### config.mk
export PLATFORM = sky130hd
export DESIGN_NAME = io_input_conditioner
export DESIGN_NICKNAME = d
export VERILOG_FILES = /design/src/rtl/io_input_conditioner.sv
export SDC_FILE = /design/constraint.sdc
export NUM_CORES = 1
export LEC_CHECK = 0
export ABC_CLOCK_PERIOD_IN_PS = 2900
export CAP_MARGIN = 30
export CORE_MARGIN = 2
export CORE_UTILIZATION = 50
export CTS_CLUSTER_SIZE = 14
export DETAILED_ROUTE_END_ITERATION = 12
export GPL_TIMING_DRIVEN = 0
export PLACE_DENSITY = 0.75
export SLEW_MARGIN = 15
export SYNTH_ARGS = -nofsm -noshare
export SYNTH_HDL_FRONTEND = slang
export SYNTH_SLANG_ARGS = --single-unit
### constraint.sdc
create_clock -name i_clk -period 2.9 [get_ports i_clk]
set_input_delay 0.29 -clock i_clk [delete_from_list [all_inputs] [get_ports i_clk]]
set_output_delay 0.29 -clock i_clk [all_outputs]
set_load 0.05 [all_outputs]
### src/rtl/io_input_conditioner.sv
// Input-bank front end: synchronises switches, debounces buttons, and keeps
// sticky press flags that software clears with a one-cycle ack strobe.
module io_input_conditioner #(
    parameter int NSW            = 32,
    parameter int NBTN           = 4,
    parameter int DB_CYCLES      = 20000,
    parameter int CNT_W          = 16,
    parameter int BTN_ACTIVE_LOW = 1
) (
    input  logic            i_clk,
    input  logic            i_rst,
    input  logic [NSW-1:0]  i_sw_raw,
    input  logic [NBTN-1:0] i_btn_raw,
    input  logic            i_ack,
    input  logic [NBTN-1:0] i_ack_mask,
    output logic [NSW-1:0]  o_io_sw,
    output logic [NBTN-1:0] o_io_btn,
    output logic [NBTN-1:0] o_btn_flag,
    output logic            o_btn_irq
);

    localparam logic [CNT_W-1:0] CNT_LAST = CNT_W'(DB_CYCLES - 1);

    logic [NSW-1:0]   sw_meta;
    logic [NBTN-1:0]  btn_pol;
    logic [NBTN-1:0]  btn_meta;
    logic [NBTN-1:0]  btn_sync;
    logic [NBTN-1:0]  btn_state_next;
    logic [NBTN-1:0]  press;
    logic [NBTN-1:0]  flag_next;
    logic [CNT_W-1:0] cnt      [NBTN];
    logic [CNT_W-1:0] cnt_next [NBTN];

    // Polarity is corrected before the synchroniser so everything downstream
    // (including the reset level of the sync flops) reads 1 = pressed.
    assign btn_pol = (BTN_ACTIVE_LOW != 0) ? ~i_btn_raw : i_btn_raw;

    always_comb begin
        btn_state_next = o_io_btn;
        for (int i = 0; i < NBTN; i++) begin
            cnt_next[i] = '0;
            if (btn_sync[i] != o_io_btn[i]) begin
                if (cnt[i] == CNT_LAST) begin
                    btn_state_next[i] = btn_sync[i];
                end else begin
                    cnt_next[i] = cnt[i] + 1'b1;
                end
            end
        end
        press = btn_state_next & ~o_io_btn;

        // i_ack is a single-cycle strobe with no back-pressure: on any edge
        // where it is high, flags selected by i_ack_mask clear, unless a new
        // press on the same bit lands on that edge, in which case set wins.
        flag_next = o_btn_flag;
        if (i_ack) begin
            flag_next = flag_next & ~i_ack_mask;
        end
        flag_next = flag_next | press;
    end

    always_ff @(posedge i_clk) begin
        if (i_rst) begin
            sw_meta    <= '0;
            o_io_sw    <= '0;
            btn_meta   <= '0;
            btn_sync   <= '0;
            o_io_btn   <= '0;
            o_btn_flag <= '0;
            o_btn_irq  <= 1'b0;
            for (int i = 0; i < NBTN; i++) begin
                cnt[i] <= '0;
            end
        end else begin
            sw_meta    <= i_sw_raw;
            o_io_sw    <= sw_meta;
            btn_meta   <= btn_pol;
            btn_sync   <= btn_meta;
            o_io_btn   <= btn_state_next;
            o_btn_flag <= flag_next;
            o_btn_irq  <= |flag_next;
            for (int i = 0; i < NBTN; i++) begin
                cnt[i] <= cnt_next[i];
            end
        end
    end

endmodule

-- Word-level counts from Yosys, hierarchy flattened
Memory sizes are Yosys's and may differ from the RTL's.
Index checks and enable logic that the tools add are counted.
- word-level logic and storage cells: 55
- flip-flop bits (word level): 81
- memories kept: 1
- bits in writable memories: 64
- memory list (memory ; depth ; width ; rd ports ; clocked after Yosys merged registers in ; wr ports ; line ; source):
    cnt ; 4 ; 16 ; 4 ; 0 ; 4 ; 31 ; logic [CNT_W-1:0] cnt [NBTN];
- equality and inequality tests: 8
- add/sub/neg operators: 4
- multiplexer cells: 24
- bitwise gates (word level): 10
- reduce and logical (&&, ||, !) cells: 1
- operator list (cell ; number):
    $mux 16 ; 12
    $add 16x1->16 const B ; 4
    $eq 16x15->1 const B ; 4
    $not 4->4 ; 3
    $mux 1 ; 11
    $and 4x4->4 ; 2
    $mux 4 ; 1
    $ne 1x1->1 ; 4
    $or 1x1->1 ; 4
    $or 4x4->4 ; 1
    $reduce_or 4->1 ; 1

-- Longest topological paths before layout
Gate-level depths: netlist of the first run.
- depth in word-level cells: 6
- gate-level depth with buffers: 8
- gate-level depth less buffers: 5

-- Worst setup path before layout of the first run
OpenSTA, ideal clock, no wires.
- kind: reg-to-reg
- start: mem cnt[1][0]
- end: mem cnt[1][10]
- library setup time: 64 ps
- path buffers: 3
- data arrival time: 1747 ps
- cell stages (with the launch flop): 9
- period minus slack after synthesis: 1811 ps
- path slack: 1089 ps
- cell sequence: dfxtp_1 > ha_1 > and4_1 > clkbuf_1 > and4_1 > or3_1 > clkbuf_1 > buf_2 > nor2_1
- RTL lines (what ; line):
    start: declaration ; 31

==> results of run 1 <==
-- power by group through the flow --
stage / clock [uW] / sequential [uW] / combinational, uW
2_1_floorplan: 0 / 2160 / 56.9
3_3_place_gp: 0 / 2100 / 225
3_5_place_dp: 0 / 2100 / 228
4_1_cts: 2170 / 2050 / 229
5_1_grt: 2260 / 2060 / 240
6_report: 2130 / 2050 / 227
-- placed cells by master (no fill, tap or decap), drive strengths merged, types with 2 or more instances in the layout --
master	n
dfxtp	145
clkdlybuf4s50	83
nor2b	71
nor2	70
clkbuf	34
xor2	27
nand3	24
nand4	23
xnor2	22
inv	22
nand2	16
a21oi	12
o21ai	10
and4	9
or3	9
nor3	7
and3	7
nor4	6
buf	5
ha	4
or3b	3
and2	3
nand2b	2
or4	2
nor4b	2
o41ai	2
mux2i	2
a21boi	2
a31oi	2
clkinv	2
o21bai	2
-- worst paths after layout --
kind,from,end,depth (start not counted)
hold / removal,i_sw_raw[28],sw_meta[28]$_SDFF_PP0_,2
setup reg to reg,cnt[1][0]$_SDFF_PP0_,cnt[1][5]$_SDFF_PP0_,8
hold reg to reg,btn_meta[0]$_SDFF_PP0_,btn_sync[0]$_SDFF_PP0_,1
setup / recovery,cnt[1][0]$_SDFF_PP0_,cnt[1][5]$_SDFF_PP0_,8
-- stage by stage --
| step | instances | setup WS (ps) | hold WS, ps | util [%] |
|---|---|---|---|---|
| floorplan | 524 | 1090 | 357 | - |
| finish | 775 | 705 | 317 | 66.5 |
| CTS | 775 | 660 | 295 | 66.5 |
| global placement | 743 | 599 | 417 | 60.7 |
| global route | 775 | 516 | 307 | 66.5 |
| detailed placement | 743 | 588 | 424 | 60.7 |
-- per-layer routing --
metal | global-route usage [%] | up-vias | part of all wire [%]
met2 | 30.3 | 80 | 50
li1 | - | 1968 | -
met4 | 8.46 | 0 | 2.1
met5 | 0 | - | 0
met1 | 23.2 | 1804 | 44
met3 | 4.70 | 23 | 4.4
-- layout make-up --
type | count | area [sq um]
sequential | 145 | 2900
inverter | 12 | 45.0
fill | 778 | 3410
tap | 136 | 170
timing repair buffer | 83 | 831
buffer | 21 | 96.3
clock inverter | 14 | 160
multi-input combinational | 346 | 2140
clock buffer | 18 | 428
-- worst max-delay path, delay by kind of cell, from the launching register on --
family	cells	cell delay [ps]
buf+inv	3	780
fa+ha+maj	1	220
simple gates	4	700
flops	1	370
-- logic make-up after synthesis --
family | Yosys count | share of synthesized area (%)
fa+ha+maj | 4 | 0.966
compound gates | 34 | 4.23
flops | 145 | 56.0
mux | 2 | 0.386
xor+xnor | 49 | 8.28
simple gates | 257 | 27.4
buf+inv | 33 | 2.73
-- sequential cells by signal (all words and copies together) (netlist names) --
name        count
o_btn_flag      4
o_btn_irq       1
sw_meta        32
cnt            64
o_io_btn        4
o_io_sw        32
btn_meta        4
btn_sync        4
==> impl_summary.txt, run 1 <==
----------------------------------------------------
[Outcome]
  Run status ... finished clean

[Floorplan]
  Die outline height ... 106 microns
  Area enclosed by the die boundary ... 11200 sq um
  Core Rows ... 37
  Horizontal extent of the die ... 106 microns
  I/O pin cnt ... 84
  Initial Utilization ... 50.9%
  Standard cell core area ... 10200 sq um

[STA]
  Crit share post-route ... 75.7%
  Clock skew after layout ... 5.50 ps
  Final slew viol count ... 0
  Number of setup violations in the final report ... 0
  Setup repair after global routing missed its margin ... no
  Maximum frequency from static timing analysis ... 0.456 GHz
  Final total negative setup slack ... 0 ps
  Final period demand of the worst path ... 2190 ps
  Max-slew headroom at the worst pin ... 61.6%
  Hold Fails Final Rpt ... 0
  Measured slew at the worst slew-check pin ... 571 ps

[Route]
  Average via count per standard cell ... 5.00
  Count of nets left with antenna violations after detail routing ... 0
  Post-Route WL ... 9990 microns
  Average wire per cell in the routed design ... 12.9 microns
  Drt first pass iters ... 5
  Via count ... 3875
  Drt first-iter violations ... 166
  Post-route DRC violation count ... 0

[Power and ir drop]
  Switching power ... 1050 uW
  Comb pwr share ... 5.1%
  Peak supply drop ... 0.000285 V
  Switching share of total power ... 23.8%
  Total power ... 4410 uW
  Relative contribution of sequential cells to total power ... 46.6%
  Portion of total power attributed to the clock network ... 48.3%
  Int Pwr ... 3360 uW
  Pwr Density ... 651 nW/um^2
  Static Leak ... 0.00236 uW

[Clock network]
  Number of buffers inserted to repair setup after CTS ... 0
  Root Buffer ... sky130_fd_sc_hd__clkbuf_8
  Source-to-sink clock delay at the later pin of the worst-skew pair ... 520 ps
  Buffer depth of the longest clock path ... 2
  # H-tree levels ... 4
  Clock sink total ... 145
  Clock edge transition at the registers on the reported setup and hold paths ... 70 ps
  Number of gates given a new drive strength after cts ... 0
  Clock tree from TritonCTS ... yes
  Number of clock buffers inserted by TritonCTS ... 17
  Post-CTS Hold Buffers ... 0

[Place]
  Port Buf Inserts ... 83
  Placed Instance Area ... 6180 sq um
  Global placement routability congestion ... 0.850
  Post-DP HPWL ... 7110 microns

[GRT]
  Global-route wire length before repair ... 16400 microns
  Number of global-route vias before repair ... 3623
  Remaining global-route overflow ... 0
  Maximum number of pins on one net before global-route repair ... 17
  Number of antenna violations at the first check in global routing ... 0
  Total routing resource utilization after global routing ... 18.6%

[Critical path]
  Crit path max-delay cell type ... sky130_fd_sc_hd__dfxtp_1
  Crit path required time ... 3300 ps
  Maximum fanout count along the critical path ... 10
  Startpoint class of the critical path ... flop
  Slowest cell delay on critical path ... 370 ps
  Register-to-Register Setup Slack ... 710 ps
  Arrival time at the worst endpoint ... 2600 ps
  CP Capture Type ... flop
  Cells along the critical path ... ha_1 -> and4_1 -> clkbuf_1 -> and4_1 -> or3_1 -> clkbuf_1 -> buf_2 -> nor2_1
  Category of the most critical setup path ... flop to flop

[Final layout]
  Count of nets after finishing ... 673
  Area of all placed cells without fillers ... 6770 sq um
  Share of layout cells above drive strength 1 ... 6.89%
  Area Growth Syn to Fin ... 30.7%
  Final antenna diode count ... 0

[Logic synthesis]
  Cell type with the highest aggregate area in the netlist ... sky130_fd_sc_hd__dfxtp_1
  Proportion of netlist area held by the largest area contributor ... 56.0%
  Yosys warnings ... 0
  Synthesized cell area ... 5180 sq um
  Number of standard cells after synthesis ... 524
  Mapped Nets ... 571
  Main synth FF type ... sky130_fd_sc_hd__dfxtp_1
  Most frequent cell after synthesis ... sky130_fd_sc_hd__dfxtp_1
  Syn_area_per_cell ... 9.89 sq um
  Number of synthesized register bits ... 145
  Fraction of the yosys area taken by sequential cells ... 56.0%
  Fraction of synthesis flops using an asynchronous set or reset pin ... 0%
  Top cell types by occurrence after synthesis ... sky130_fd_sc_hd__dfxtp_1, sky130_fd_sc_hd__nor2b_1, sky130_fd_sc_hd__nor2_1
  Cell types occupying the most area after synthesis ... sky130_fd_sc_hd__dfxtp_1, sky130_fd_sc_hd__nor2b_1, sky130_fd_sc_hd__nor2_1
  Number of enable-type register cells in the synthesized netlist ... 0
  Post-synthesis cell type count ... 41

[Worst hold path]
  Path category of the worst min-delay check ... primary input to flop

[Job]
  Max-capacitance violation count ... 0

----------------------------------------------------
Note: power is estimated with default switching activity, not from simulation.
==> inputs of run 2 (changes only) <==
--- a/config.mk
+++ b/config.mk
@@ -5,14 +5,14 @@
 export SDC_FILE = /design/constraint.sdc
 export NUM_CORES = 1
 export LEC_CHECK = 0
-export ABC_CLOCK_PERIOD_IN_PS = 2900
+export ABC_CLOCK_PERIOD_IN_PS = 1900
 export CAP_MARGIN = 30
 export CORE_MARGIN = 2
-export CORE_UTILIZATION = 50
+export CORE_UTILIZATION = 47
 export CTS_CLUSTER_SIZE = 14
 export DETAILED_ROUTE_END_ITERATION = 12
 export GPL_TIMING_DRIVEN = 0
-export PLACE_DENSITY = 0.75
+export PLACE_DENSITY = 0.74
 export SLEW_MARGIN = 15
 export SYNTH_ARGS = -nofsm -noshare
 export SYNTH_HDL_FRONTEND = slang
==> constraint.sdc (replaced) <==
create_clock -name i_clk -period 1.9 [get_ports i_clk]
set_input_delay 0.19 -clock i_clk [delete_from_list [all_inputs] [get_ports i_clk]]
set_output_delay 0.19 -clock i_clk [all_outputs]
set_load 0.05 [all_outputs]
==> impl_summary.txt, run 2 (synthesized netlist as in run 1, its figures left out) <==
----------------------------------------------------
[Outcome]
  Run status ... finished with violations
  Violated checks ... setup timing

[Final layout]
  Max FFs per register ... 64
  Count of nets after finishing ... 682
  Leading cell types in the layout, fill and taps excluded ... sky130_fd_sc_hd__dfxtp_1, sky130_fd_sc_hd__clkdlybuf4s50_1, sky130_fd_sc_hd__nor2b_1
  Largest register by flop count ... cnt
  Layout filler cell count ... 882
  Most common library cell in the layout ignoring fill and taps ... sky130_fd_sc_hd__dfxtp_1
  Multi-input logic area ... 2170 sq um
  Final antenna diode count ... 0
  Registers with the most flip-flops ... cnt: 64 flops, o_io_sw: 32 flops, sw_meta: 32 flops
  Area taken by flip-flops and latches ... 2910 sq um
  Area Growth Syn to Fin ... 34.0%
  Share of layout cells above drive strength 1 ... 10.3%
  Area of all placed cells without fillers ... 6950 sq um

[GRT]
  Number of antenna violations at the first check in global routing ... 0
  Total routing resource utilization after global routing ... 18.4%
  Fraction of met2 tracks used by global routing ... 31.0%
  Met1 Use GR ... 22.6%
  Maximum number of pins on one net before global-route repair ... 17
  Global routing's busiest layer ... met2
  Remaining global-route overflow ... 0
  Routing usage on met3 ... 4.30%
  Global-route wire length before repair ... 17100 microns
  Number of global-route vias before repair ... 3701

[Place]
  Port Buf Inserts ... 83
  Placed Instance Area ... 6190 sq um
  Post-DP HPWL ... 7270 microns
  Global placement routability congestion ... 0.819

[Critical path]
  Register-to-Register Setup Slack ... -0.1 ps
  Crit path required time ... 2290 ps
  CP Capture Type ... flop
  Cells along the critical path ... or4b_4 -> or4_4 -> o21bai_4 -> buf_6 -> nor2_1
  Slowest cell delay on critical path ... 540 ps
  Category of the most critical setup path ... flop to flop
  Maximum fanout count along the critical path ... 6
  Startpoint of the lowest-slack register-to-register path ... cnt[3][7]$_SDFF_PP0_
  Arrival time at the worst endpoint ... 2290 ps
  Crit path max-delay cell type ... sky130_fd_sc_hd__or4b_4
  Gate family responsible for the most delay along the worst path ... simple AND/OR/NAND/NOR gates
  R2R depth ... 5
  Startpoint class of the critical path ... flop
  Capturing point of the worst reg2reg path ... cnt[3][0]$_SDFF_PP0_
  Number of buffers and inverters on the critical path ... 1

[Floorplan]
  I/O pin cnt ... 84
  Standard cell core area ... 10800 sq um
  Horizontal extent of the die ... 109 microns
  Area enclosed by the die boundary ... 11900 sq um
  Initial Utilization ... 48.0%
  Die outline height ... 109 microns
  Core Rows ... 38

[STA]
  Setup repair after global routing missed its margin ... yes
  Hold Fails Final Rpt ... 0
  Measured slew at the worst slew-check pin ... 631 ps
  Final hold slack ... 210 ps
  Final period demand of the worst path ... 1900 ps
  Maximum frequency from static timing analysis ... 0.526 GHz
  Clock skew after layout ... 9.17 ps
  Setup slack after layout ... -0.115 ps
  Number of setup violations in the final report ... 1
  Max-slew headroom at the worst pin ... 57.5%
  Crit share post-route ... 100%
  Final slew viol count ... 0

[Route]
  Average via count per standard cell ... 4.98
  Drt first-iter violations ... 108
  Drt first pass iters ... 4
  Count of nets left with antenna violations after detail routing ... 0
  Post-Route WL ... 10600 microns
  Post-route DRC violation count ... 0
  Via count ... 3923
  Average wire per cell in the routed design ... 13.4 microns

[Clock network]
  Clock edge transition at the registers on the reported setup and hold paths ... 60 ps
  Clock tree from TritonCTS ... yes
  # H-tree levels ... 4
  Buffer depth of the longest clock path ... 2
  Source-to-sink clock delay at the later pin of the worst-skew pair ... 510 ps
  Clock sink total ... 145
  Number of clock buffers inserted by TritonCTS ... 17
  Post-CTS Hold Buffers ... 0
  Root Buffer ... sky130_fd_sc_hd__clkbuf_8

[Power and ir drop]
  Peak supply drop ... 0.000621 V
  Pwr Density ... 1000 nW/um^2
  Static Leak ... 0.00247 uW
  Total power ... 6980 uW

[Worst hold path]
  Worst hold stages ... 2
  Worst Hold Launch ... i_btn_raw[2]
  Hold path endpoint ... btn_meta[2]$_SDFF_PP0_
  Path category of the worst min-delay check ... primary input to flop

[Job]
  Max-capacitance violation count ... 0

----------------------------------------------------
[run 2: per-layer routing]
layer	up-vias	part of all wire (%)
met5	-	0
met4	0	2.2
met3	25	5.5
met2	110	47
met1	1801	45
li1	1987	-
[run 2: report_power, final]
part / leakage, uW / internal [uW] / switching, uW / total (uW)
registers: 0.00119 / 3110 / 19.4 / 3130
clock network: 0.000306 / 2200 / 1290 / 3490
logic: 0.000983 / 173 / 185 / 358
total: 0.00247 / 5480 / 1490 / 6980
[run 2: through the flow]
step	setup WS [ps]	std cells	setup TNS (ps)	utilization (%)
5_1_grt	-52.0	788	-468	64.4
3_3_place_gp	-355	747	-6970	57.3
3_5_place_dp	-350	747	-7150	57.3
6_report	-0.115	788	-0.115	64.4
4_1_cts	0.849	779	0	63.3
2_1_floorplan	88.5	524	0	-
[run 2: repair_timing]
action / CTS / global route
cloned: 1 / 1
pin swaps: 1 / 8
resized for setup: 11 / 17
buffers inserted: 1 / 10
endpoints found under the setup margin: 45 / 42
[run 2: worst max path at each step]
stage	depth (start not counted)	startpoint	endpoint	slack (ps)
5_1_grt	5	cnt[3][7]$_SDFF_PP0_	cnt[3][7]$_SDFF_PP0_	-50
3_3_place_gp	6	i_rst	cnt[2][9]$_SDFF_PP0_	-360
6_report	5	cnt[3][7]$_SDFF_PP0_	cnt[3][0]$_SDFF_PP0_	-0.1
4_1_cts	5	cnt[3][7]$_SDFF_PP0_	cnt[3][0]$_SDFF_PP0_	0.8
2_1_floorplan	8	cnt[1][0]$_SDFF_PP0_	cnt[1][10]$_SDFF_PP0_	90
3_5_place_dp	6	i_rst	cnt[2][9]$_SDFF_PP0_	-350
[run 2: worst reg2reg max path, cell delays in order, from the launching register on]
cell                       delay, ps
sky130_fd_sc_hd__dfxtp_4         360
sky130_fd_sc_hd__or4b_4          540
sky130_fd_sc_hd__or4_4           450
sky130_fd_sc_hd__o21bai_4        240
sky130_fd_sc_hd__buf_6           160
sky130_fd_sc_hd__nor2_1           50
[run 2: final cells by class]
type / count / share of cell area (%)
buffer: 17 / 1.26
clock buffer: 19 / 6.21
clock inverter: 13 / 2.88
inverter: 12 / 0.648
multi-input combinational: 346 / 31.2
sequential: 145 / 41.9
tap: 140 / 2.52
timing repair buffer: 96 / 13.4
